### src/rtl/instr_mem_fetch.sv
// Instruction store with a synchronous read port, valid/ready fetch handshake,
// a 2-entry response FIFO, a program-load write port, flush and fault reporting.
module instr_mem_fetch #(
    parameter int DATA_W     = 32,
    parameter int ADDR_W     = 32,
    parameter int DEPTH_LOG2 = 7
) (
    input  logic                  clk,
    input  logic                  reset,
    input  logic                  load_en,
    input  logic [DEPTH_LOG2-1:0] load_addr,
    input  logic [DATA_W-1:0]     load_data,
    input  logic                  flush,
    input  logic                  req_valid,
    output logic                  req_ready,
    input  logic [ADDR_W-1:0]     req_addr,
    output logic                  resp_valid,
    input  logic                  resp_ready,
    output logic [DATA_W-1:0]     resp_instr,
    output logic [ADDR_W-1:0]     resp_addr,
    output logic [1:0]            resp_fault
);

    localparam int DEPTH = 1 << DEPTH_LOG2;

    logic [DATA_W-1:0]     mem [DEPTH];
    logic [DATA_W-1:0]     rd_data_reg;

    logic [1:0]            count_reg, count_next;
    logic                  wr_ptr_reg, wr_ptr_next;
    logic                  rd_ptr_reg, rd_ptr_next;
    logic                  pend_reg;
    logic                  pend_ptr_reg;

    logic [DEPTH_LOG2-1:0] req_idx;
    logic [1:0]            req_fault;
    logic                  push;
    logic                  pop;

    logic [1:0][DATA_W-1:0] entry_instr;
    logic [1:0][ADDR_W-1:0] entry_addr;
    logic [1:0][1:0]        entry_fault;
    logic [DATA_W-1:0]      head_instr;

    assign req_idx      = req_addr[DEPTH_LOG2+1:2];
    assign req_fault[0] = (req_addr[1:0] != 2'b00);
    assign req_fault[1] = |req_addr[ADDR_W-1:DEPTH_LOG2+2];

    assign resp_valid = (count_reg != 2'd0);
    assign req_ready  = !reset && !flush && ((count_reg != 2'd2) || resp_ready);
    assign push       = req_valid && req_ready;
    assign pop        = resp_valid && resp_ready && !flush && !reset;

    // Nonblocking write alongside the read gives read-before-write on a collision.
    always_ff @(posedge clk) begin
        if (load_en && !reset) begin
            mem[load_addr] <= load_data;
        end
    end

    always_ff @(posedge clk) begin
        if (push) begin
            rd_data_reg <= mem[req_idx];
        end
    end

    always_comb begin
        count_next  = count_reg;
        wr_ptr_next = wr_ptr_reg;
        rd_ptr_next = rd_ptr_reg;
        if (flush) begin
            count_next  = 2'd0;
            wr_ptr_next = 1'b0;
            rd_ptr_next = 1'b0;
        end else begin
            count_next  = count_reg + {1'b0, push} - {1'b0, pop};
            wr_ptr_next = wr_ptr_reg ^ push;
            rd_ptr_next = rd_ptr_reg ^ pop;
        end
    end

    always_ff @(posedge clk) begin
        if (reset) begin
            count_reg    <= 2'd0;
            wr_ptr_reg   <= 1'b0;
            rd_ptr_reg   <= 1'b0;
            pend_reg     <= 1'b0;
            pend_ptr_reg <= 1'b0;
        end else begin
            count_reg    <= count_next;
            wr_ptr_reg   <= wr_ptr_next;
            rd_ptr_reg   <= rd_ptr_next;
            pend_reg     <= push;
            pend_ptr_reg <= wr_ptr_reg;
        end
    end

    // The memory word lands in rd_data_reg one edge after the push, so each
    // entry copies it in the following cycle while the head mux bypasses it.
    generate
        for (genvar gi = 0; gi < 2; gi++) begin : g_entry
            localparam logic SEL = 1'(gi);
            logic [DATA_W-1:0] instr_reg;
            logic [ADDR_W-1:0] addr_reg;
            logic [1:0]        fault_reg;

            always_ff @(posedge clk) begin
                if (push && (wr_ptr_reg == SEL)) begin
                    addr_reg  <= req_addr;
                    fault_reg <= req_fault;
                end
                if (pend_reg && (pend_ptr_reg == SEL)) begin
                    instr_reg <= rd_data_reg;
                end
            end

            assign entry_instr[gi] = instr_reg;
            assign entry_addr[gi]  = addr_reg;
            assign entry_fault[gi] = fault_reg;
        end
    endgenerate

    assign head_instr = (pend_reg && (pend_ptr_reg == rd_ptr_reg)) ? rd_data_reg
                                                                  : entry_instr[rd_ptr_reg];

    // Outputs are forced to zero when empty; faulted entries report a nop.
    always_comb begin
        resp_instr = '0;
        resp_addr  = '0;
        resp_fault = 2'b00;
        if (resp_valid) begin
            resp_addr  = entry_addr[rd_ptr_reg];
            resp_fault = entry_fault[rd_ptr_reg];
            if (entry_fault[rd_ptr_reg] == 2'b00) begin
                resp_instr = head_instr;
            end
        end
    end

endmodule

### config.mk
export PLATFORM = sky130hd
export DESIGN_NAME = instr_mem_fetch
export DESIGN_NICKNAME = d
export VERILOG_FILES = /design/src/rtl/instr_mem_fetch.sv
export SDC_FILE = /design/constraint.sdc
export NUM_CORES = 2
export LEC_CHECK = 0
export CAP_MARGIN = 10
export CORE_MARGIN = 5
export CORE_UTILIZATION = 53
export DETAILED_ROUTE_END_ITERATION = 10
export PLACE_DENSITY = 0.75
export SYNTH_ARGS = -nofsm -noshare
export SYNTH_HDL_FRONTEND = slang
export SYNTH_SLANG_ARGS = --single-unit
### constraint.sdc
create_clock -name clk -period 3.8 [get_ports clk]
set_input_delay 0.38 -clock clk [delete_from_list [all_inputs] [get_ports clk]]
set_output_delay 0.38 -clock clk [all_outputs]
set_load 0.005 [all_outputs]
== After elaboration in Yosys (flattened, before gate mapping) ==
Memories as Yosys holds them, arrays and structs flattened. A register that Yosys moved wholly into a read port is not among the register bits.
Index checks and enable logic that the tools add are counted.
Operators by class
  $add $sub $neg: 2
  magnitude comparators: 1
  equality and inequality tests: 2
  muxes and demuxes: 13
  bitwise operators: 4
  reductions and logical operators: 20
Operator list (number)
  $mux W32: 8
  $reduce_or A23 Y1: 1
  $logic_and A1 B1 Y1: 12
  $mux W2: 3
  $reduce_bool A2 Y1: 2
  $add A2 B1 Y2: 1
  $logic_not A1 Y1: 2
  $logic_not A2 Y1: 1
  $lt A1 B2 Y1 const B: 1
  $mux W1: 2
  $ne A2 B2 Y1 const B: 1
  $not A1 Y1: 2
  $reduce_or A2 Y1: 1
  $sub A2 B1 Y2: 1
  $xor A1 B1 Y1: 2
  $eq A1 B1 Y1: 1
  $logic_or A1 B1 Y1: 1
Word-level totals
  flip-flop bits (word level): 138
  RAM bits: 4096
  input bits: 77
  output and inout port bits: 68
  word-level logic and storage cells: 54
  memories kept: 1
Memories
  mem: words 128, width 32, read ports 1, clocked after memory_dff 1, wr ports 1, line 26  | logic [DATA_W-1:0] mem [DEPTH];

== Depth between registers and ports, before layout ==
  depth in word-level cells: 6
  depth in mapped cells: 10
  mapped depth without buffers: 10

== Least setup slack after synthesis ==
OpenSTA, ideal clock, no wires.
  path type: input port to flip-flop
  start point: input load_addr[0]
  end point: memory mem[107][0] (enable)
  setup time: 421 ps
  data arrival time: 2889 ps
  setup slack: 490 ps
  stages on the path: 5
  buffers on the path: 2
  cell sequence: clkbuf_1 > nand3b_1 > or3b_2 > clkbuf_1 > nor2_1
RTL lines
  start, declared: line 11  | input logic [DEPTH_LOG2-1:0] load_addr,
  end, declared: line 26
Straight into the memory's write port.

== Final worst setup path ==
  start point: register g_entry[0].fault_reg[0]
  end point: output resp_instr[0]
On the way
  word-level cells in the longest chain between the ends: 5
RTL lines
  start, declared: line 105  | logic [1:0] fault_reg;
  start signal, assigned: line 110  | fault_reg <= req_fault;
  $mux W2 (implied by the code) (2 in series): line 134  | if (entry_fault[rd_ptr_reg] == 2'b00) begin
  $logic_not A2 Y1: line 134
  $mux W32: line 134
  $mux W32: line 131  | if (resp_valid) begin
  end, declared: line 19  | output logic [DATA_W-1:0] resp_instr,
Every way passes these cells. The select of a mux whose other input is x is not followed.

==> impl_metrics.py <==
metrics = {
    "outcome": {
        "status": "completed",
    },
    "routing": {
        "wl_met2_mm": 211,
        "detail_route.first_pass.iterations": 6,
        "ant_nets": 0,
        "drcViolationCount": 0,
        "drt-total-wl_mm": 447,
        "route.top_layer_used": "met5",
        "dr_wl_met3_mm": 66.2,
        "wire_per_inst_um": 38.9,
        "vias_per_cell": 6.80,
        "drt_iter0_markers": 13400,
        "wl_met1_mm": 148,
        "num_vias": 78200,
    },
    "sta": {
        "tns_ns": 0,
        "drv_slew": 0,
        "final-hold-violation-count": 0,
        "tightestPinTransition_ns": 1.34,
        "timing.fmax_mhz": 271,
        "period_share_pct": 97.1,
        "maxSlewHeadroom_pct": 11.0,
        "rsz0062_at_grt": "false",
        "fin_crit_ns": 3.69,
        "setup_viol": 0,
        "fin_skew_ns": 0.0733,
    },
    "placed_design": {
        "dpl_cell_area_um2": 174000,
        "portBuffers": 144,
        "place_hpwl_mm": 242,
        "gp_routability_congestion": 0.842,
    },
    "cts": {
        "clkLatencyLatePin_ns": 0.98,
        "cts_sinks": 4266,
        "cts_tree": "built",
        "clock_path_buffers": 4,
        "path_clk_slew_ns": 0.06,
        "cts_buffers": 401,
        "htreeDepth": 5,
        "root_buffer": "clkbuf_16",
    },
    "yosys": {
        "synthCells": 6350,
        "yosysWarnings": 0,
        "ys_types": 31,
        "synth_common_cells": "edfxtp_1 (4,260), mux4_2 (1,344), nor2_1 (200), clkbuf_1 (196), buf_1 (72)",
        "synthFlopType": "edfxtp_1",
        "syn_area_per_cell_um2": 25.5,
        "synth_area_leaders": "edfxtp_1 (79%), mux4_2 (19%), nor2_1 (0.46%), clkbuf_1 (0.45%), mux2i_1 (0.41%)",
        "syn_nets": 6431,
        "synth-seq-cells": 4266,
        "yosys.area.top_type_share_pct": 78.9,
        "synth.most_common_cell": "edfxtp_1",
        "netlist_area_um2": 162000,
        "synth_edf_count": 4260,
        "async_reset_ff_share_pct": 0,
        "synth_largest_area_cell": "edfxtp_1",
        "synth-seq-area-share_pct": 79.0,
    },
    "grt": {
        "grt_pass1_vias": 79200,
        "grt_max_degree": 129,
        "grt_usage_pct": 28.3,
        "grt_pass1_wl_mm": 625,
        "overflow": 0,
        "antenna_found_initial": 52,
    },
    "finish": {
        "stdcell_area_um2": 187000,
        "drive_above_1_share_pct": 35.2,
        "multi_input_area_um2": 33700,
        "layout.area.seq_um2": 128000,
        "fin_util_pct": 61.3,
        "fin_nets": 7124,
        "syn_to_final_growth_pct": 15.5,
        "n_fill_cell": 19400,
        "largest_reg_flops": 4096,
    },
    "floorplan": {
        "die_h_um": 563,
        "ioPinCount": 145,
        "die_x_um": 563,
        "core_um2": 305000,
        "initial_core_util_pct": 53.1,
        "row_count": 203,
        "die_area_um2": 317000,
    },
    "critical_path": {
        "crit_buf_inv": 3,
        "rr_worst_depth": 4,
        "critPathKind": "reg -> out",
        "critPathMaxStageDelay_ns": 0.52,
        "critPathMostFrequentCell": "buf_4",
        "r2r-start": "mem[55][20]",
        "critPathRequiredTime_ns": 3.42,
        "cp_max_fo": 20,
        "cp_slowest_cell": "clkdlybuf4s50_1",
        "cp_top_family": "buffers and inverters",
        "cp-start-kind": "flip-flop",
        "arrival_ns": 3.31,
        "reg2reg_to": "rd_data_reg[20]",
        "crit_chain": "nor3_1, o21ai_4, buf_4, a211oi_2, buf_4, clkdlybuf4s50_1",
        "critPathCaptureType": "output port",
        "rrSetupSlack_ns": 1.00,
    },
    "hold_path": {
        "hold_path_class": "in -> reg",
        "whs_endpoint": "mem[0][4]",
        "hp-start": "load_data[4]",
        "holdPathStages": 1,
    },
    "pwr": {
        "leakage_nw": 57.5,
        "p_per_area_nw_per_um2": 517,
        "vdd_ir_drop_max_mv": 0.405,
    },
    "flow_run": {
        "max-cap-violations": 0,
    },
}
worst max-delay path by stage:
stage                                       start               to  slack [ns]  cells past startpoint
final                     g_entry[0].fault_reg[0]    resp_instr[0]        0.11                      6
after global routing      g_entry[0].fault_reg[0]    resp_instr[5]       0.002                      5
after CTS                 g_entry[0].fault_reg[0]   resp_instr[31]        0.06                      6
after detailed placement              req_addr[2]  rd_data_reg[26]        0.08                      7
after global placement                req_addr[2]  rd_data_reg[26]        0.09                      7
after floorplan                      load_addr[0]      mem[107][0]        0.49                      5
repair_timing:
item	4_1_cts	5_1_grt
setup endpoints to repair	12	1
endpoints found under the hold margin	109	43
hold buffers	12	1
gates resized for setup	4	1
setup buffers	3	0
cells in the final DEF (no fill, tap or decap), drive strengths merged, types with 2 or more instances in the layout:
| master | instances |
|---|---|
| clkbuf | 476 |
| nand2 | 12 |
| mux2 | 32 |
| a211oi | 32 |
| edfxtp | 4260 |
| dfxtp | 6 |
| clkinvlp | 16 |
| inv | 14 |
| nand3 | 11 |
| xnor2 | 2 |
| nor3 | 7 |
| nor3b | 3 |
| ha | 4 |
| xor2 | 2 |
| nor2b | 6 |
| clkdlybuf4s50 | 104 |
| bufinv | 37 |
| nand3b | 4 |
| nand4 | 3 |
| mux2i | 66 |
| nor2 | 200 |
| diode | 13 |
| clkinv | 198 |
| dlygate4sd3 | 13 |
| buf | 508 |
| nor4 | 5 |
| or3b | 4 |
| mux4 | 1344 |
routing by layer:
layer,up-vias,global-route usage (%)
met2,6556,43.8
met5,-,0
li1,29200,-
met1,41300,38.1
met3,1064,8.68
met4,18,11.3
area by class of cell:
type                       instances  area share (%)
timing repair buffer             626            3.91
antenna                           13          0.0174
tap                             4100            2.74
multi-input combinational       1743            18.0
inverter                           5          0.0100
sequential                      4266            68.4
clock buffer                     476            5.52
clock inverter                   260            1.42
power by group:
group | internal, mW | switching, mW | leakage, nW | total, mW
clock | 22.1 | 17.7 | 6.30 | 39.8
sequential | 51.9 | 0.0566 | 38.4 | 52.0
combinational | 1.98 | 3.05 | 12.9 | 5.03
stage by stage:
stage               cells  worst slack, ns  total power, mW  hold slack (ns)
CTS                 11500           0.0579             97.1          0.00207
global route        11500          0.00153             99.5          0.00638
floorplan            6350            0.490             55.4            0.434
detailed placement  10700           0.0841             57.8            0.479
global placement    10700           0.0909             57.7            0.457
finish              11500            0.109             96.8          0.00638
kinds of logic after synthesis:
| group | share of synthesized area [%] |
|---|---|
| compound gates | 0.151 |
| xor+xnor | 0.0216 |
| fa+ha+maj | 0.0309 |
| buf+inv | 0.851 |
| flops | 79.0 |
| mux | 19.3 |
| simple gates | 0.675 |
Power figures use the tool's default switching activity.
